==> src/rtl/lib_switchblock_pkg.sv <==
// Shared definitions for the biquad notch block: FSM states, coefficient slots
// and the pass-through coefficient set loaded at reset.
package lib_switchblock_pkg;

    typedef enum logic [1:0] {
        ST_IDLE = 2'd0,
        ST_MAC  = 2'd1,
        ST_OUT  = 2'd2
    } state_e;

    localparam int NUM_COEF = 5;

    localparam logic [2:0] COEF_B0 = 3'd0;
    localparam logic [2:0] COEF_B1 = 3'd1;
    localparam logic [2:0] COEF_B2 = 3'd2;
    localparam logic [2:0] COEF_A1 = 3'd3;
    localparam logic [2:0] COEF_A2 = 3'd4;

    // b0 = 1.0, everything else 0: the filter passes samples straight through.
    function automatic int default_coef(input logic [2:0] idx, input int frac_w);
        return (idx == COEF_B0) ? (1 << frac_w) : 0;
    endfunction

endpackage

==> src/rtl/biquad_mac.sv <==
// One multiply-accumulate step of the biquad plus round-half-up and clip of the
// running sum, so the last step of a sample directly yields the output value.
module biquad_mac #(
    parameter int DATA_W = 16,
    parameter int COEF_W = 18,
    parameter int FRAC_W = 14,
    parameter int ACC_W  = DATA_W + COEF_W + 3
) (
    input  logic signed [ACC_W-1:0]  acc_i,
    input  logic signed [COEF_W-1:0] coef_i,
    input  logic signed [DATA_W-1:0] data_i,
    input  logic                     sub_i,
    output logic signed [ACC_W-1:0]  acc_o,
    output logic signed [DATA_W-1:0] y_o,
    output logic                     sat_o
);
    localparam int PROD_W = DATA_W + COEF_W;
    localparam logic signed [ACC_W-1:0] HALF  = ACC_W'(2 ** (FRAC_W - 1));
    localparam logic signed [ACC_W-1:0] MAX_Y = ACC_W'(2 ** (DATA_W - 1) - 1);
    localparam logic signed [ACC_W-1:0] MIN_Y = ~MAX_Y;

    logic signed [PROD_W-1:0] prod;
    logic signed [ACC_W-1:0]  prod_ext;
    logic signed [ACC_W-1:0]  biased;
    logic signed [ACC_W-1:0]  rnd;

    assign prod     = PROD_W'(coef_i) * PROD_W'(data_i);
    assign prod_ext = ACC_W'(prod);
    assign acc_o    = sub_i ? (acc_i - prod_ext) : (acc_i + prod_ext);
    assign biased   = acc_o + HALF;
    assign rnd      = biased >>> FRAC_W;

    always_comb begin
        sat_o = 1'b0;
        y_o   = rnd[DATA_W-1:0];
        if (rnd > MAX_Y) begin
            y_o   = MAX_Y[DATA_W-1:0];
            sat_o = 1'b1;
        end else if (rnd < MIN_Y) begin
            y_o   = MIN_Y[DATA_W-1:0];
            sat_o = 1'b1;
        end
    end

endmodule

==> src/rtl/biquad_notch_tdm.sv <==
// Time-multiplexed Direct Form I biquad: one shared MAC walks b0,b1,b2,a1,a2 for
// each accepted sample, with per-channel history and double-banked coefficients.
module biquad_notch_tdm
    import lib_switchblock_pkg::*;
#(
    parameter  int DATA_W = 16,
    parameter  int COEF_W = 18,
    parameter  int FRAC_W = 14,
    parameter  int CH     = 4,
    parameter  int ACC_W  = DATA_W + COEF_W + 3,
    localparam int CH_W   = (CH > 1) ? $clog2(CH) : 1
) (
    input  logic              clk_i,
    input  logic              reset_i,
    input  logic              flush_i,
    input  logic              bypass_i,
    input  logic              coef_we_i,
    input  logic [2:0]        coef_idx_i,
    input  logic [COEF_W-1:0] coef_data_i,
    input  logic              s_valid_i,
    output logic              s_ready_o,
    input  logic [DATA_W-1:0] s_data_i,
    input  logic [CH_W-1:0]   s_ch_i,
    output logic              m_valid_o,
    input  logic              m_ready_i,
    output logic [DATA_W-1:0] m_data_o,
    output logic [CH_W-1:0]   m_ch_o,
    output logic              sat_o,
    output logic              ch_err_o
);
    state_e                    state_q, state_d;
    logic [2:0]                cnt_q, cnt_d;
    logic signed [ACC_W-1:0]   acc_q, acc_sum;
    logic signed [DATA_W-1:0]  x_q, m_data_q, y_mac, mac_opnd;
    logic signed [COEF_W-1:0]  mac_coef;
    logic [CH_W-1:0]           ch_q, m_ch_q;
    logic                      bypass_q, flush_pend_q, sat_q, ch_err_q;
    logic                      mac_sub, sat_mac;
    logic                      ch_ok, accept, take, flush_now, wb;

    logic signed [COEF_W-1:0]  active_coef [NUM_COEF];
    logic signed [DATA_W-1:0]  x1_rd [CH];
    logic signed [DATA_W-1:0]  x2_rd [CH];
    logic signed [DATA_W-1:0]  y1_rd [CH];
    logic signed [DATA_W-1:0]  y2_rd [CH];

    assign ch_ok     = int'(s_ch_i) < CH;
    assign accept    = (state_q == ST_IDLE) && s_valid_i;
    assign take      = accept && ch_ok;
    assign flush_now = (state_q == ST_IDLE) && (flush_i || flush_pend_q);
    assign wb        = (state_q == ST_OUT) && m_ready_i;

    // Shadow bank takes writes at any time; the active bank only moves on acceptance.
    genvar gi;
    generate
        for (gi = 0; gi < NUM_COEF; gi++) begin : g_coef
            logic signed [COEF_W-1:0] shadow_q, active_q;
            always_ff @(posedge clk_i) begin
                if (reset_i) begin
                    shadow_q <= COEF_W'(default_coef(3'(gi), FRAC_W));
                    active_q <= COEF_W'(default_coef(3'(gi), FRAC_W));
                end else begin
                    if (coef_we_i && coef_idx_i == 3'(gi))
                        shadow_q <= coef_data_i;
                    if (accept)
                        active_q <= shadow_q;
                end
            end
            assign active_coef[gi] = active_q;
        end

        for (gi = 0; gi < CH; gi++) begin : g_hist
            logic signed [DATA_W-1:0] x1_q, x2_q, y1_q, y2_q;
            always_ff @(posedge clk_i) begin
                if (reset_i || flush_now) begin
                    x1_q <= '0;
                    x2_q <= '0;
                    y1_q <= '0;
                    y2_q <= '0;
                end else if (wb && ch_q == CH_W'(gi)) begin
                    x2_q <= x1_q;
                    x1_q <= x_q;
                    y2_q <= y1_q;
                    y1_q <= m_data_q;
                end
            end
            assign x1_rd[gi] = x1_q;
            assign x2_rd[gi] = x2_q;
            assign y1_rd[gi] = y1_q;
            assign y2_rd[gi] = y2_q;
        end
    endgenerate

    always_comb begin
        mac_coef = '0;
        mac_opnd = '0;
        mac_sub  = 1'b0;
        case (cnt_q)
            COEF_B0: begin mac_coef = active_coef[COEF_B0]; mac_opnd = x_q;          end
            COEF_B1: begin mac_coef = active_coef[COEF_B1]; mac_opnd = x1_rd[ch_q];  end
            COEF_B2: begin mac_coef = active_coef[COEF_B2]; mac_opnd = x2_rd[ch_q];  end
            COEF_A1: begin mac_coef = active_coef[COEF_A1]; mac_opnd = y1_rd[ch_q]; mac_sub = 1'b1; end
            COEF_A2: begin mac_coef = active_coef[COEF_A2]; mac_opnd = y2_rd[ch_q]; mac_sub = 1'b1; end
            default: ;
        endcase
    end

    biquad_mac #(
        .DATA_W (DATA_W),
        .COEF_W (COEF_W),
        .FRAC_W (FRAC_W),
        .ACC_W  (ACC_W)
    ) u_mac (
        .acc_i  (acc_q),
        .coef_i (mac_coef),
        .data_i (mac_opnd),
        .sub_i  (mac_sub),
        .acc_o  (acc_sum),
        .y_o    (y_mac),
        .sat_o  (sat_mac)
    );

    always_comb begin
        state_d = state_q;
        cnt_d   = cnt_q;
        case (state_q)
            ST_IDLE: if (take) begin
                state_d = ST_MAC;
                cnt_d   = '0;
            end
            ST_MAC: begin
                cnt_d = cnt_q + 3'd1;
                if (cnt_q == COEF_A2)
                    state_d = ST_OUT;
            end
            ST_OUT: if (m_ready_i) state_d = ST_IDLE;
            default: state_d = ST_IDLE;
        endcase
    end

    always_ff @(posedge clk_i) begin
        if (reset_i) begin
            state_q      <= ST_IDLE;
            cnt_q        <= '0;
            acc_q        <= '0;
            x_q          <= '0;
            ch_q         <= '0;
            bypass_q     <= 1'b0;
            flush_pend_q <= 1'b0;
            m_data_q     <= '0;
            m_ch_q       <= '0;
            sat_q        <= 1'b0;
            ch_err_q     <= 1'b0;
        end else begin
            state_q      <= state_d;
            cnt_q        <= cnt_d;
            ch_err_q     <= accept && !ch_ok;
            flush_pend_q <= (state_q == ST_IDLE) ? 1'b0 : (flush_pend_q || flush_i);
            if (take) begin
                x_q      <= s_data_i;
                ch_q     <= s_ch_i;
                bypass_q <= bypass_i;
                acc_q    <= '0;
            end
            if (state_q == ST_MAC) begin
                acc_q <= acc_sum;
                // The a2 step completes the sum, so the output register loads straight from the MAC.
                if (cnt_q == COEF_A2) begin
                    m_data_q <= bypass_q ? x_q : y_mac;
                    sat_q    <= bypass_q ? 1'b0 : sat_mac;
                    m_ch_q   <= ch_q;
                end
            end
        end
    end

    assign s_ready_o = (state_q == ST_IDLE);
    assign m_valid_o = (state_q == ST_OUT);
    assign m_data_o  = m_data_q;
    assign m_ch_o    = m_ch_q;
    assign sat_o     = sat_q;
    assign ch_err_o  = ch_err_q;

endmodule

==> config.mk <==
export PLATFORM = sky130hd
export DESIGN_NAME = biquad_notch_tdm
export DESIGN_NICKNAME = d
export VERILOG_FILES = /design/src/rtl/lib_switchblock_pkg.sv /design/src/rtl/biquad_mac.sv /design/src/rtl/biquad_notch_tdm.sv
export SDC_FILE = /design/constraint.sdc
export NUM_CORES = 2
export LEC_CHECK = 0
export CORE_ASPECT_RATIO = 1.1
export CORE_MARGIN = 4
export CORE_UTILIZATION = 50
export DETAILED_ROUTE_END_ITERATION = 6
export PLACE_DENSITY = 0.66
export RECOVER_POWER = 50
export SYNTH_ARGS = -nofsm -noshare
export SYNTH_HDL_FRONTEND = slang
export SYNTH_SLANG_ARGS = --single-unit
==> constraint.sdc <==
create_clock -name clk_i -period 15.88 [get_ports clk_i]
set_input_delay 3.176 -clock clk_i [delete_from_list [all_inputs] [get_ports clk_i]]
set_output_delay 3.176 -clock clk_i [all_outputs]
set_load 0.01 [all_outputs]
## Word level (Yosys, flattened, before mapping)

Index checks and enable logic that the tools add are counted.

| cells by class | value |
|---|---|
| add/subtract/negate cells | 4 |
| multipliers | 1 |
| div/mod/pow operators | 0 |
| order comparisons | 3 |
| eq/ne operators | 16 |
| shifts and indexed selects | 0 |
| muxes and demuxes | 30 |
| bitwise gates (word level) | 1 |
| reductions and logical operators | 25 |

Operator list:

| kind | number |
|---|---|
| two-way mux 16 bit | 11 |
| binary-select mux 16 bit (select 2 bit) | 4 |
| two-way mux 37 bit | 3 |
| case mux 18 bit (5 select lines) | 1 |
| case mux 16 bit (5 select lines) | 1 |
| adder 37 x 15 -> 37 bit, second input constant | 1 |
| adder 37 x 34 -> 37 bit | 1 |
| subtractor 37 x 34 -> 37 bit | 1 |
| multiplier 18 x 16 -> 34 bit | 1 |
| > comparator 23 x 16 -> 1 bit, second input constant | 1 |
| less-than comparator 23 x 16 -> 1 bit, second input constant | 1 |
| == test 3 x 2 -> 1 bit, second input constant | 4 |
| logical AND 1 bit | 12 |
| == test 2 bit, second input constant | 3 |
| == test 3 x 1 -> 1 bit, second input constant | 2 |
| == test 3 bit, second input constant | 2 |
| logical NOT 3 bit | 2 |
| two-way mux 2 bit | 3 |
| case mux 2 bit (3 select lines) | 1 |
| case mux 3 bit (2 select lines) | 1 |
| == test 2 x 1 -> 1 bit, second input constant | 2 |
| logical NOT 2 bit | 2 |
| two-way mux 1 bit | 4 |
| != test 2 x 1 -> 1 bit, second input constant | 2 |
| other kinds (10) | 14 |

| word-level totals | value |
|---|---|
| register bits | 517 |
| latch bits | 0 |
| RAM bits | 0 |
| memory bits (read-only) | 0 |
| output and inout bits | 22 |
| memories | 0 |

## Longest topological paths before layout

| depth | value |
|---|---|
| depth after elaboration | 13 |
| gate-level depth with buffers | 54 |
| depth with buffers taken out | 46 |

## Modules after synthesis

Synthesis repeated with hierarchy kept, for this count alone.

| unflattened totals | value |
|---|---|
| cells, all modules | 4549 |
| area total of the unflattened synthesis | 37339.6 µm² |

Modules (own cells, without submodules):

| module | times used | cells an instance | area each (µm²) | sequential area each (µm²) |
|---|---|---|---|---|
| biquad_notch_tdm | 1 | 2626 | 21728.3 | 10349.9 |
| biquad_mac | 1 | 1923 | 15611.2 | 0.0 |

## Worst setup path before layout

Ideal clock, no wire load.

| path | value |
|---|---|
| kind | reg2reg |
| start point | register ch_q[0] |
| end point | register m_data_q[11] (netlist: m_data_o[11]) |
| library setup time | 0.117 ns |
| data arrival time | 12.713 ns |
| data required time | 15.763 ns |
| setup slack | 3.049 ns |
| cell stages (with the launch flop) | 50 |
| clock period less this slack | 12.831 ns |
| cell sequence | dfxtp_1 -> buf_1 -> clkbuf_1 -> buf_1 -> clkbuf_1 -> mux4_2 -> a22oi_1 -> nand2_1 -> a21oi_1 -> clkbuf_1 -> nor2_1 -> fa_1 -> inv_1 -> fa_1 -> fa_1 -> inv_1 -> fa_1 -> fa_1 -> [14 not listed] -> o21ai_0 -> xnor2_1 -> ha_1 -> clkbuf_1 -> and3_1 -> nand2_1 -> o22ai_1 -> o311ai_0 -> o211ai_1 -> xnor2_1 -> a31oi_1 -> nand2_1 -> o31a_1 -> o211a_1 -> or3_4 -> buf_6 -> a211o_1 -> a32o_1 |

| between the ends | value |
|---|---|
| cells in the longest elaborated chain, start to end | 13 |
| elaborated cells on any way between the ends | 24 |
| those cells by class | 3 x add/sub; 1 x mul; 2 x order compare; 17 x mux; 1 x bitwise |

Ends and longest elaborated chain:

| what | RTL line | text |
|---|---|---|
| start: declaration | biquad_notch_tdm.sv:36 | `logic [CH_W-1:0] ch_q, m_ch_q;` |
| start signal: assignment | biquad_notch_tdm.sv:161 | `ch_q <= s_ch_i;` |
| inverter 2 -> 3 bit (implied by the code) (*) | n/a |  |
| binary-select mux 16 bit (select 2 bit) (on tied branches) | n/a |  |
| two-way mux 16 bit (on tied branches) (2 in a row) | n/a |  |
| case mux 16 bit (5 select lines) (*) | biquad_notch_tdm.sv:98 | `case (cnt_q)` |
| multiplier 18 x 16 -> 34 bit (*) | biquad_mac.sv:27 | `assign prod = PROD_W'(coef_i) * PROD_W'(data_i);` |
| adder 37 x 34 -> 37 bit or subtractor 37 x 34 -> 37 bit (tied branches) | biquad_mac.sv:29 | `assign acc_o = sub_i ? (acc_i - prod_ext) : (acc_i + prod_ext);` |
| two-way mux 37 bit (*) | biquad_mac.sv:29 |  |
| adder 37 x 15 -> 37 bit (*) | biquad_mac.sv:30 | `assign biased = acc_o + HALF;` |
| less-than comparator 23 x 16 -> 1 bit | biquad_mac.sv:39 | `end else if (rnd < MIN_Y) begin` |
| two-way mux 16 bit | biquad_mac.sv:39 |  |
| two-way mux 16 bit (*) | biquad_mac.sv:36 | `if (rnd > MAX_Y) begin` |
| two-way mux 16 bit (*) | biquad_notch_tdm.sv:169 | `m_data_q <= bypass_q ? x_q : y_mac;` |
| end signal: assignment | biquad_notch_tdm.sv:169 |  |
| end: declaration | biquad_notch_tdm.sv:34 | `logic signed [DATA_W-1:0] x_q, m_data_q, y_mac, mac_opnd;` |

Mark *: on every way between the ends. The rest lies on a longest branch, timed or not. The select of a mux whose other input is x is not followed.
A chain may end at the register's enable or synchronous reset.

## Worst setup path in the final report

| path | value |
|---|---|
| start point | register cnt_q[0] |
| end point | register m_data_q[6] (netlist: m_data_o[6]) |

| between the ends | value |
|---|---|
| cells in the longest elaborated chain, start to end | 10 |
| elaborated cells on any way between the ends | 20 |
| those cells by class | 3 x add/sub; 1 x mul; 2 x order compare; 4 x eq/ne; 7 x mux; 3 x reduce/logical |

Ends and longest elaborated chain:

| what | RTL line | text |
|---|---|---|
| start: declaration | biquad_notch_tdm.sv:32 | `logic [2:0] cnt_q, cnt_d;` |
| start signal: assignment | biquad_notch_tdm.sv:156 | `cnt_q <= cnt_d;` |
| == test 3 bit, or another cell as far along | biquad_notch_tdm.sv:98, biquad_notch_tdm.sv:168 |  |
| case mux 18 bit (5 select lines) or case mux 16 bit (5 select lines) (tied branches) | biquad_notch_tdm.sv:98 |  |
| multiplier 18 x 16 -> 34 bit | biquad_mac.sv:27 |  |
| adder 37 x 34 -> 37 bit or subtractor 37 x 34 -> 37 bit (tied branches) | biquad_mac.sv:29 |  |
| two-way mux 37 bit | biquad_mac.sv:29 |  |
| adder 37 x 15 -> 37 bit | biquad_mac.sv:30 |  |
| less-than comparator 23 x 16 -> 1 bit | biquad_mac.sv:39 |  |
| two-way mux 16 bit | biquad_mac.sv:39 |  |
| two-way mux 16 bit | biquad_mac.sv:36 |  |
| two-way mux 16 bit | biquad_notch_tdm.sv:169 |  |

Several ways; a longest one is shown, not always the timed one.

==> results.json <==
{
  "synth_xor_xnor_area_share": 0.02191,
  "syn_area_per_cell_um2": 8.033,
  "synth.distinct_cells": 99,
  "grt_pass1_wl_um": 171700,
  "crit_type": "register to register",
  "hold_buffers": 0,
  "cp_top_family": "adder cells",
  "synthTopCellsByArea": "dfxtp_1 29%, fa_1 16%, nand2_1 12%",
  "slowest_stage": "nor2b_2",
  "fin_worst_skew_ps": 49.05,
  "root_buffer": "clkbuf_16",
  "grt_max_degree": 188,
  "placed_area_um2": 36990,
  "via_per_inst": 5.822,
  "insertion_delay_ps": 640,
  "cellLeakagePower_nw": 14.98,
  "max-vdd-ir-drop_v": 0.00009342,
  "cts.sinks": 517,
  "synth_top_area_cell": "dfxtp_1",
  "grt_pass1_vias": 30350,
  "path_common_cell": "inv_1",
  "ys.flop_type": "dfxtp_1",
  "hold_viol": 0,
  "port_buffers": 66,
  "ant_nets": 0,
  "place_inst": 5226,
  "syn-cell-area_um2": 35870,
  "cts_buffers": 55,
  "htree_levels": 2,
  "tritoncts": "done",
  "worst_pin_slew_ps": 8511,
  "synth_fp_nets": 4931,
  "maxCapViolations": 3,
  "post-synth-top-area-fraction": 0.2885,
  "hold_path_class": "register to register",
  "startpoint_type": "register",
  "path_clk_slew_ps": 70,
  "num_rows": 102,
  "stdcell_count": 5327,
  "synth_fa_ha_area_frac": 0.2076,
  "io_pins": 68,
  "synth_warnings": 0,
  "synth_compound_area_frac": 0.1641,
  "final_util": 0.5503,
  "drc": 0,
  "p_per_area_nw_per_um2": 103.1,
  "nNetsFinal": 4813,
  "dp_hpwl_um": 75750,
  "fp.dieW_um": 263.4,
  "violations": "max-capacitance violations, max-slew violations",
  "async_flop_share": 0,
  "drt-wirelength-per-cell_um": 20.26,
  "antenna_found_initial": 1,
  "synthCells": 4465,
  "globalRouteOverflowTotal": 0,
  "worstSetupEndpointType": "register",
  "cp.buffers_inverters": 8,
  "die_y_um": 288.9,
  "setup_viol": 0,
  "clk_path_buf_depth": 3,
  "post_cts_buffers": 0,
  "slew_violations": 359,
  "synth_simple_gate_area_share": 0.2055,
  "period_minus_slack_ps": 14170,
  "start_util": 0.5073,
  "fin_setup_tns_ps": 0,
  "place.gp.congestion": 0.9169,
  "status": "finished, violations left",
  "synthMuxAreaShare": 0.04343,
  "max_stage_delay_ps": 800,
  "grtUsageTotal": 0.2807,
  "cts_resized": 0,
  "dieArea_um2": 76090,
  "syn_to_final_growth_pct": 8.469,
  "path_max_fanout": 18,
  "vias": 31013,
  "synth_seq_area_share": 0.2885,
  "coreArea_um2": 70700,
  "synth_edf_count": 0,
  "synth_top_family_by_area": "adder cells",
  "crit_required_ps": 16190,
  "drt_pass1_iterations": 5,
  "wl_um": 107900,
  "drive_gt1_frac": 0.06539,
  "finalInstanceArea_um2": 38910,
  "drt_iter0_markers": 2577,
  "min_period_over_period": 0.8920,
  "max_freq_mhz": 70.60,
  "rsz0062_at_grt": "no",
  "worst_ep_arrival_time_ps": 14470,
  "synth-seq-cells": 517,
  "hold_ws_ps": 409.9,
  "slew-limit-headroom": -4.674
}
state kept, by name, summed over array words and instances (netlist names):
name	flops
g_coef.active_q	90
g_coef.shadow_q	90
g_hist.x1_q	64
g_hist.x2_q	64
g_hist.y1_q	64
g_hist.y2_q	64
acc_q	37
m_data_o	16
x_q	16
cnt_q	3
ch_q	2
m_ch_o	2
state_q	2
bypass_q	1
flush_pend_q	1
sat_o	1
layer usage:
metal | wire length [um] | vias up | global-route usage
met3 | 6466 | 210 | 0.03406
li1 | - | 14563 | -
met2 | 51980 | 1022 | 0.4859
met5 | 0 | - | 0
met1 | 45540 | 15218 | 0.3704
met4 | 3907 | 0 | 0.08923
kinds of logic after synthesis:
family	Yosys count
compound gates	960
simple gates	1761
xor+xnor	88
buf+inv	643
flops	517
fa+ha+maj	420
mux	75
other cells	1
per-stage QoR:
stage | power, mW | worst slack (ps)
5_1_grt | 4.189 | 777.3
3_5_place_dp | 2.627 | 2000
6_report | 4.013 | 1715
3_3_place_gp | 2.633 | 2104
4_1_cts | 4.003 | 2006
2_1_floorplan | 2.274 | 3049
Yosys cell counts, drive strengths merged, types with 10 or more instances:
library cell,number
nor4,11
nor2,300
inv,361
a22oi,49
o21a,35
buf,39
a211oi,28
nand2b,28
nor3,53
xnor2,60
a31oi,29
clkbuf,243
a222oi,16
dfxtp,517
o21ai,88
fa,292
ha,128
nand4,20
and2,20
nand2,1140
mux4,64
a21o,21
a21oi,559
or2,32
xor2,28
nand3,63
or3,20
a211o,10
and3,26
nor2b,19
o211ai,26
worst register-to-register path, delay by kind of cell, from the launching register on:
kind / cells / cell delay (ps)
adders and majority gates: 9 / 4650
and+or+nand+nor: 12 / 4320
AOI/OAI and AO/OA: 13 / 3500
buffers and inverters: 8 / 880
DFF: 1 / 350
xor gates and xnor gates: 1 / 170
worst paths after layout:
check	slack [ps]	cells after the start	end	startpoint
setup / recovery	1710	43	m_data_o[6]$_SDFFE_PP0P_	cnt_q[0]$_SDFFE_PP0P_
hold / removal	410	2	g_coef[0].active_q[4]$_SDFFE_PP0P_	g_coef[0].shadow_q[4]$_SDFFE_PP0P_
setup reg to reg	1710	43	m_data_o[6]$_SDFFE_PP0P_	cnt_q[0]$_SDFFE_PP0P_
hold reg to reg	410	2	g_coef[0].active_q[4]$_SDFFE_PP0P_	g_coef[0].shadow_q[4]$_SDFFE_PP0P_
layout make-up:
cell class	count	area [um^2]
flip-flops and latches	517	10360
multi-input cells	3305	23130
clock inverters	23	352.8
inverters	361	1355
clock buffers	76	1585
diodes	2	5.005
well taps	936	1171
fillers	6753	31800
repair buffers	107	954.7
cell usage in the layout (no fill, tap or decap), types with 17 or more instances in the layout:
| cell | instances |
|---|---|
| nand2_1 | 1137 |
| xnor2_1 | 60 |
| a22oi_1 | 49 |
| inv_1 | 361 |
| or3_1 | 17 |
| dlygate4sd3_1 | 21 |
| nand2b_1 | 27 |
| a21oi_1 | 556 |
| nor2_1 | 298 |
| mux4_2 | 64 |
| nand3_1 | 63 |
| clkbuf_16 | 55 |
| a31oi_1 | 29 |
| fa_1 | 292 |
| a211oi_1 | 25 |
| or2_2 | 31 |
| a21o_1 | 21 |
| o21ai_0 | 67 |
| and3_1 | 26 |
| o21a_1 | 35 |
| buf_4 | 39 |
| o211ai_1 | 24 |
| nor3_1 | 50 |
| clkdlybuf4s50_1 | 44 |
| o21ai_1 | 19 |
| nand4_1 | 19 |
| dfxtp_1 | 515 |
| xor2_1 | 26 |
| ha_1 | 127 |
where the power goes:
group	internal [mW]	switching (mW)	leakage, nW
Clock	0.813	0.565	0.950
Sequential	1.32	0.0342	4.17
Combinational	0.425	0.853	9.85
Power figures use the tool's default switching activity.
